File: src/rtl/mshr_refill_pkg.sv
// Shared types and derived-constant helpers for the miss-status/refill unit.
// The cache controller uses the same helpers so both sides agree on line geometry.
package mshr_refill_pkg;

  typedef enum logic [1:0] {
    StIdle,
    StFill,
    StDone
  } mshr_state_e;

  // Byte-offset bits inside one beat/word.
  function automatic int unsigned byte_off(input int unsigned data_width);
    return $clog2(data_width / 8);
  endfunction

  // Words (beats) per cache line.
  function automatic int unsigned words(input int unsigned word_offset);
    return 32'd1 << word_offset;
  endfunction

  // Full line width in bits.
  function automatic int unsigned datamem_width(input int unsigned data_width,
                                                input int unsigned word_offset);
    return data_width << word_offset;
  endfunction

  // Constants for the default geometry (32-bit words, 4-word lines).
  localparam int unsigned DefDataWidth    = 32;
  localparam int unsigned DefWordOffset   = 2;
  localparam int unsigned DefByteOff      = byte_off(DefDataWidth);
  localparam int unsigned DefWords        = words(DefWordOffset);
  localparam int unsigned DefDatamemWidth = datamem_width(DefDataWidth, DefWordOffset);

endpackage

File: src/rtl/mshr_refill.sv
// Miss-status/refill unit: fetches one cache line critical-word-first with wrap-around,
// forwards the critical word of a load miss early, merges store-miss data into the line
// and hands the finished line, base address and victim way back to the cache controller.
module mshr_refill
  import mshr_refill_pkg::*;
#(
  parameter int unsigned ADR_WIDTH     = 32,
  parameter int unsigned DATA_WIDTH    = 32,
  parameter int unsigned WORD_OFFSET   = 2,
  parameter int unsigned DATAMEM_WIDTH = DATA_WIDTH << WORD_OFFSET,
  parameter int unsigned WAY_BITS      = 2
) (
  input  logic                     clk,
  input  logic                     rst,
  // Controller -> MSHR
  input  logic                     start_cc2mshr,
  input  logic [ADR_WIDTH-1:0]     adr_cc2mshr,
  input  logic                     rdwr_cc2mshr,
  input  logic [DATA_WIDTH-1:0]    dat_cc2mshr,
  input  logic [WAY_BITS-1:0]      way_cc2mshr,
  output logic                     busy_mshr2cc,
  // Memory port
  output logic                     req_cc2mem,
  output logic [ADR_WIDTH-1:0]     adr_cc2mem,
  input  logic                     ack_mem2cc,
  input  logic [DATA_WIDTH-1:0]    dat_mem2cc,
  // Early critical-word forward
  output logic                     fwd_mshr2cpu,
  output logic [DATA_WIDTH-1:0]    fwd_dat_mshr2cpu,
  // Completed line back to controller
  output logic                     done_mshr2cc,
  output logic [DATAMEM_WIDTH-1:0] line_mshr2cc,
  output logic [WAY_BITS-1:0]      way_mshr2cc,
  output logic [ADR_WIDTH-1:0]     adr_mshr2cc
);

  localparam int unsigned ByteOff = byte_off(DATA_WIDTH);
  localparam int unsigned Words   = words(WORD_OFFSET);
  // Keep counters at least one bit wide so a single-beat line still elaborates.
  localparam int unsigned CntW    = (WORD_OFFSET > 0) ? WORD_OFFSET : 1;
  localparam logic [CntW-1:0] CntMax = CntW'(Words - 1);
  // Byte offset of an address within its line.
  localparam logic [ADR_WIDTH-1:0] OffMask =
      ADR_WIDTH'((64'd1 << (WORD_OFFSET + ByteOff)) - 64'd1);

  mshr_state_e r_state, w_state_nxt;

  logic [ADR_WIDTH-1:0]  r_base;
  logic [CntW-1:0]       r_crit;
  logic [CntW-1:0]       r_cnt;
  logic [CntW-1:0]       r_beats;
  logic [WAY_BITS-1:0]   r_way;
  logic                  r_rdwr;
  logic [DATA_WIDTH-1:0] r_sdat;
  logic                  r_fwd;
  logic [DATA_WIDTH-1:0] r_fwd_dat;

  logic                  w_start;
  logic                  w_beat;
  logic                  w_last;
  logic                  w_first_load;
  logic [CntW-1:0]       w_crit;
  logic [CntW-1:0]       w_cnt_inc;
  logic [DATA_WIDTH-1:0] w_slot_dat;

  // Starts and acks only count in the state that expects them.
  assign w_start      = (r_state == StIdle) && start_cc2mshr;
  assign w_beat       = (r_state == StFill) && ack_mem2cc;
  assign w_last       = w_beat && (r_beats == CntMax);
  assign w_first_load = w_beat && (r_beats == '0) && !r_rdwr;
  assign w_crit       = CntW'(adr_cc2mshr >> ByteOff) & CntMax;
  assign w_cnt_inc    = (r_cnt + CntW'(1)) & CntMax;
  // A store miss overwrites the fetched critical word with the CPU's store data.
  assign w_slot_dat   = (r_rdwr && (r_cnt == r_crit)) ? r_sdat : dat_mem2cc;

  // State register.
  always_ff @(posedge clk or negedge rst) begin
    if (!rst) begin
      r_state <= StIdle;
    end else begin
      r_state <= w_state_nxt;
    end
  end

  // Next-state logic.
  always_comb begin
    w_state_nxt = r_state;
    unique case (r_state)
      StIdle:  if (w_start) w_state_nxt = StFill;
      StFill:  if (w_last)  w_state_nxt = StDone;
      StDone:  w_state_nxt = StIdle;
      default: w_state_nxt = StIdle;
    endcase
  end

  // Miss context latched at start; word counter and beat counter advance per ack.
  always_ff @(posedge clk or negedge rst) begin
    if (!rst) begin
      r_base  <= '0;
      r_crit  <= '0;
      r_cnt   <= '0;
      r_beats <= '0;
      r_way   <= '0;
      r_rdwr  <= 1'b0;
      r_sdat  <= '0;
    end else if (w_start) begin
      r_base  <= adr_cc2mshr & ~OffMask;
      r_crit  <= w_crit;
      r_cnt   <= w_crit;
      r_beats <= '0;
      r_way   <= way_cc2mshr;
      r_rdwr  <= rdwr_cc2mshr;
      r_sdat  <= dat_cc2mshr;
    end else if (w_beat) begin
      r_cnt   <= w_cnt_inc;
      r_beats <= r_beats + CntW'(1);
    end
  end

  // Critical-word forward: one-cycle pulse after the first beat of a load miss.
  always_ff @(posedge clk or negedge rst) begin
    if (!rst) begin
      r_fwd     <= 1'b0;
      r_fwd_dat <= '0;
    end else begin
      r_fwd <= w_first_load;
      if (w_first_load) r_fwd_dat <= dat_mem2cc;
    end
  end

  // Line assembly: one register per word slot, written when the counter selects it.
  for (genvar g = 0; g < Words; g++) begin : g_slot
    logic                  w_we;
    logic [DATA_WIDTH-1:0] r_slot;

    assign w_we = w_beat && (r_cnt == CntW'(g));

    // Slot register; not cleared between fills since every slot is rewritten.
    always_ff @(posedge clk or negedge rst) begin
      if (!rst) begin
        r_slot <= '0;
      end else if (w_we) begin
        r_slot <= w_slot_dat;
      end
    end

    assign line_mshr2cc[g*DATA_WIDTH +: DATA_WIDTH] = r_slot;
  end

  assign busy_mshr2cc     = (r_state != StIdle);
  assign req_cc2mem       = (r_state == StFill);
  assign adr_cc2mem       = req_cc2mem ? (r_base | (ADR_WIDTH'(r_cnt) << ByteOff)) : '0;
  assign fwd_mshr2cpu     = r_fwd;
  assign fwd_dat_mshr2cpu = r_fwd_dat;
  assign done_mshr2cc     = (r_state == StDone);
  assign way_mshr2cc      = r_way;
  assign adr_mshr2cc      = r_base;

endmodule

File: config.mk
export PLATFORM = sky130hd
export DESIGN_NAME = mshr_refill
export DESIGN_NICKNAME = d
export VERILOG_FILES = /design/src/rtl/mshr_refill_pkg.sv /design/src/rtl/mshr_refill.sv
export SDC_FILE = /design/constraint.sdc
export NUM_CORES = 1
export LEC_CHECK = 0
export CORE_MARGIN = 1
export CORE_UTILIZATION = 49
export DETAILED_ROUTE_END_ITERATION = 12
export GPL_TIMING_DRIVEN = 0
export PLACE_DENSITY = 0.92
export RECOVER_POWER = 100
export SYNTH_ARGS = -nofsm -noshare
export SYNTH_HDL_FRONTEND = slang
export SYNTH_SLANG_ARGS = --single-unit
File: constraint.sdc
create_clock -name clk -period 2.9 [get_ports clk]
set_input_delay 0.58 -clock clk [delete_from_list [all_inputs] [get_ports clk]]
set_output_delay 0.58 -clock clk [all_outputs]
set_load 0.005 [all_outputs]
== Word level (Yosys, flattened, before mapping) ==
Index checks and enable logic that the tools add are counted.

* Register bits: 232
* Input bits: 103
* Word-level logic and storage cells: 52

* $add $sub $neg: 2
* Bitwise logic cells: 1
* Muxes and demuxes: 9
* Reduce and logical (&&, ||, !) cells: 17
* Equality and inequality tests: 9

{| class="wikitable"
|+ Operator list
! kind !! number
|-
| $mux 32 || 2
|-
| $or 32x4->32 || 1
|-
| $mux 2 || 6
|-
| $logic_and 1x1->1 || 10
|-
| $eq 2x2->1 const B || 4
|-
| $logic_not 2->1 || 3
|-
| $add 2x1->2 const B || 2
|-
| $eq 2x1->1 const B || 2
|-
| $pmux 2 s2 || 1
|-
| $reduce_bool 2->1 || 2
|-
| $eq 2x2->1 || 1
|-
| $ne 2x1->1 const B || 1
|-
| $ne 2x2->1 const B || 1
|-
| $reduce_and 2->1 || 1
|-
| $logic_not 1->1 || 1
|}

== Depth between registers and ports, before layout ==
* Depth in word-level cells: 5
* Mapped depth: 7

== Worst setup path after synthesis ==
No wires, ideal clock.

* Path kind: input-to-reg
* Start point: input ack_mem2cc
* End point: register r_fwd_dat[0] (netlist: fwd_dat_mshr2cpu[0])
* Path buffers: 2
* Arrival: 1.699 ns
* Cell stages on the path: 5
* Slack: 1.076 ns
* Path through: buf_2 -> nand3b_4 -> nor3b_4 -> buf_6 -> mux2_2

* Word-level cells in the longest chain between the ends: 3

{| class="wikitable"
|+ RTL lines
! element !! RTL line !! RTL
|-
| start: declaration || mshr_refill.sv:25 || <nowiki>input logic ack_mem2cc,</nowiki>
|-
| $logic_and 1x1->1 || mshr_refill.sv:68 || <nowiki>assign w_beat = (r_state == StFill) && ack_mem2cc;</nowiki>
|-
| $logic_and 1x1->1 (2 in a row) || mshr_refill.sv:70 || <nowiki>assign w_first_load = w_beat && (r_beats == '0) && !r_rdwr;</nowiki>
|-
| end signal: assignment || mshr_refill.sv:127 || <nowiki>if (w_first_load) r_fwd_dat <= dat_mem2cc;</nowiki>
|-
| end: declaration || mshr_refill.sv:56 || <nowiki>logic [DATA_WIDTH-1:0] r_fwd_dat;</nowiki>
|}

No other way between the ends.
A chain may end at the register's enable or synchronous reset.

== Worst setup path in the final report ==
* Start point: register r_state[1]
* End point: output adr_cc2mem[23]

* Word-level cells in the longest chain between the ends: 2

{| class="wikitable"
|+ RTL lines
! element !! RTL line !! RTL
|-
| start: declaration || mshr_refill.sv:46 || <nowiki>mshr_state_e r_state, w_state_nxt;</nowiki>
|-
| start signal: assignment || mshr_refill.sv:79 || <nowiki>r_state <= StIdle;</nowiki>
|-
| start signal: assignment || mshr_refill.sv:81 || <nowiki>r_state <= w_state_nxt;</nowiki>
|-
| $eq 2x1->1 || mshr_refill.sv:151 || <nowiki>assign req_cc2mem = (r_state == StFill);</nowiki>
|-
| $mux 32 || mshr_refill.sv:152 || <nowiki>assign adr_cc2mem = req_cc2mem ? (r_base | (ADR_WIDTH'(r_cnt) << ByteOff)) : '0;</nowiki>
|-
| end: declaration || mshr_refill.sv:24 || <nowiki>output logic [ADR_WIDTH-1:0] adr_cc2mem,</nowiki>
|}

No other way between the ends.

==> results.sh <==
export IMPL_hold_viol_final=0
export IMPL_slew_headroom_pct=-52.2
export IMPL_syn_inst=786
export IMPL_fin_crit_ns=2.79
export IMPL_grt_max_degree=132
export IMPL_hold_class="input port to register"
export IMPL_wl_per_cell_um=21.6
export IMPL_fmax_mhz=359
export IMPL_holdBufCountCts=0
export IMPL_area_delta_synth_final_pct=46.0
export IMPL_crit_end="adr_cc2mem[23]"
export IMPL_gp_congestion=0.887
export IMPL_final_common_cell="dfrtp_1"
export IMPL_fin_crit_sh_pct=96.1
export IMPL_synthFlopType="dfrtp_1"
export IMPL_crit_start="r_state[1]"
export IMPL_rsz0062_at_grt="no"
export IMPL_startpoint_type="register"
export IMPL_synth_top_area_share_pct=61.3
export IMPL_yosys_warnings=0
export IMPL_vias=8318
export IMPL_die_height_um=141
export IMPL_final_area_um2=13800
export IMPL_first_pass_iters=8
export IMPL_p_per_area_nw_per_um2=1210
export IMPL_finalMaxSlewViolations=102
export IMPL_yosysUniqueCellTypes=31
export IMPL_std_cell_rows=50
export IMPL_initial_core_util_pct=50.3
export IMPL_r2r_start="r_state[1]"
export IMPL_timing_final_setup_violations=0
export IMPL_dpl_hpwl_um=20900
export IMPL_dpl_cell_area_um2=13100
export IMPL_cts_inserted_buffers=25
export IMPL_worst_r2r_cell_count=4
export IMPL_diodes=0
export IMPL_die_w_um=141
export IMPL_crit_fanout=10
export IMPL_worst_pin_slew_ns=2.28
export IMPL_status="finished, violations left"
export IMPL_htreeDepth=1
export IMPL_nets=1253
export IMPL_grt_pass1_vias=8466
export IMPL_synthArstFlopShare_pct=100
export IMPL_clk_path_buf_depth=3
export IMPL_ys_seq_area_share_pct=61.3
export IMPL_critPathCaptureType="output port"
export IMPL_skew_ns=0.0182
export IMPL_clock_sinks=232
export IMPL_dieArea_um2=19900
export IMPL_fillCellCount=1237
export IMPL_synth_seq_cells=232
export IMPL_syn_avg_cell_area_um2=12.0
export IMPL_clk_pin_slew_ns=0.06
export IMPL_violations="capacitance limit, slew limit"
export IMPL_postRouteAntennaNets=0
export IMPL_worst_ep_arrival_time_ns=2.21
export IMPL_cts_root_buf="clkbuf_16"
export IMPL_num_io_pins=333
export IMPL_crit_type="register to output port"
export IMPL_cts_tree="yes"
export IMPL_port_buffers=323
export IMPL_grt_use_total_pct=31.0
export IMPL_p_leak_nw=5.59
export IMPL_grt_pass1_wl_um=47200
export IMPL_clk_latency_ns=0.52
export IMPL_r2r_slack_ns=0.48
export IMPL_placed_cells=1375
export IMPL_worstPathRequired_ns=2.32
export IMPL_finalSetupTns_ns=0
export IMPL_via_per_inst=5.85
export IMPL_antenna_found_initial=0
export IMPL_timing_hold_ws_ns=0.443
export IMPL_synth_top_cell_by_area="dfrtp_1"
export IMPL_finalNonFillerCells=1422
export IMPL_maxCapViolations=1
export IMPL_final_cell_mix="dfrtp_1, dlygate4sd3_1, nor2_1, a31oi_1, clkdlybuf4s50_1"
export IMPL_drive_gt1_share_pct=14.1
export IMPL_grt_overflow=0
export IMPL_postRouteWirelength_um=30700
export IMPL_route_detailed_drc=0
export IMPL_first_iter_violations=587
export IMPL_synth_area_top_cells="dfrtp_1, mux2_2, a31oi_1, nor2_1, o31ai_1"
export IMPL_synth_edff_count=0
export IMPL_core_um2=18800
export IMPL_syn_area_um2=9460
export IMPL_r2r_end="fwd_dat_mshr2cpu[31]"
export IMPL_vdd_ir_drop_max_uv=652
==> worst max-delay path, cell delays in order (launching register included) <==
cell and delay, ns:
dfrtp_1 0.46, nor2b_1 0.14, clkbuf_4 0.21, buf_2 0.22, and2_1 0.16, clkdlybuf4s50_1 0.51
==> what timing repair did <==
item / CTS / global route
gates cloned: 0 / 0
setup endpoints to repair: 29 / 21
resized for setup: 5 / 5
buffers inserted: 0 / 2
==> stage by stage <==
step	power [W]	util, %	setup WS, ns
after CTS	0.0174	73.6	0.0186
after global routing	0.0177	73.4	0.0179
final	0.0168	73.4	0.112
after floorplan	0.00931	-	1.08
after detailed placement	0.0142	69.4	0.202
after global placement	0.0139	69.3	-8.19
==> cell type report <==
cell class	instances	area, µm²	area share (%)
timing repair buffer	326	3270	23.7
inverter	5	18.8	0.136
sequential	232	5810	42.0
multi-input combinational	485	3300	23.9
clock inverter	11	86.3	0.625
tap	260	325	2.35
buffer	69	313	2.26
clock buffer	34	699	5.06
==> worst min path at each step <==
stage                    startpoint              endpoint  slack (ns)  depth (start not counted)
6_report                 ack_mem2cc            r_state[1]        0.44                          2
5_1_grt                  ack_mem2cc            r_state[1]        0.44                          2
4_1_cts                         rst  g_slot[3].r_slot[28]        0.14                          1
3_5_place_dp    fwd_dat_mshr2cpu[7]   fwd_dat_mshr2cpu[7]        0.48                          1
3_3_place_gp   fwd_dat_mshr2cpu[26]  fwd_dat_mshr2cpu[26]        0.47                          1
2_1_floorplan                   rst       adr_mshr2cc[10]        0.28                          0
==> routing by layer <==
layer / vias to the layer above / GRT usage, % / routed length (µm) / share of wire [%]
met5: - / 0 / 0 / 0
met4: 0 / 12.8 / 1110 / 3.6
met3: 91 / 6.11 / 2790 / 9.1
met2: 525 / 51.7 / 15100 / 49
met1: 4117 / 39.8 / 11700 / 38
li1: 3585 / - / - / -
==> cells in the mapped netlist (2+ instances only) <==
master and instances:
and4b_1 4, mux2_1 4, nor2b_1 2, nand2_1 2, a221o_1 2, buf_1 2, and2_1 30, xor2_1 2
and3_1 2, nand4_1 32, inv_1 5, dfrtp_1 232, buf_6 3, a31oi_1 128, o31ai_1 32, mux2_2 92
nor2_1 130, xnor2_1 3, ha_1 6, buf_4 8, buf_2 28, clkbuf_1 28
==> sequential cells by signal (all words and copies together) (netlist names) <==
signal	count
g_slot.r_slot	128
fwd_dat_mshr2cpu	32
r_sdat	32
adr_mshr2cc	28
r_beats	2
r_cnt	2
r_crit	2
r_state	2
way_mshr2cc	2
fwd_mshr2cpu	1
r_rdwr	1
==> report_power, final <==
part | internal, W | switching, W
sequential | 0.00489 | 0.00102
combinational | 0.00398 | 0.00380
clock | 0.00178 | 0.00131
==> kinds of logic after synthesis <==
logic type	Yosys count	synth area share [%]
DFF	232	61.3
and+or+nand+nor	206	10.6
AOI/OAI and AO/OA	166	11.5
muxes	96	11.4
buffers and inverters	74	3.86
adders and majority gates	6	0.793
xor gates and xnor gates	5	0.463
other	1	0.0396
Note: power is estimated with default switching activity, not from simulation.
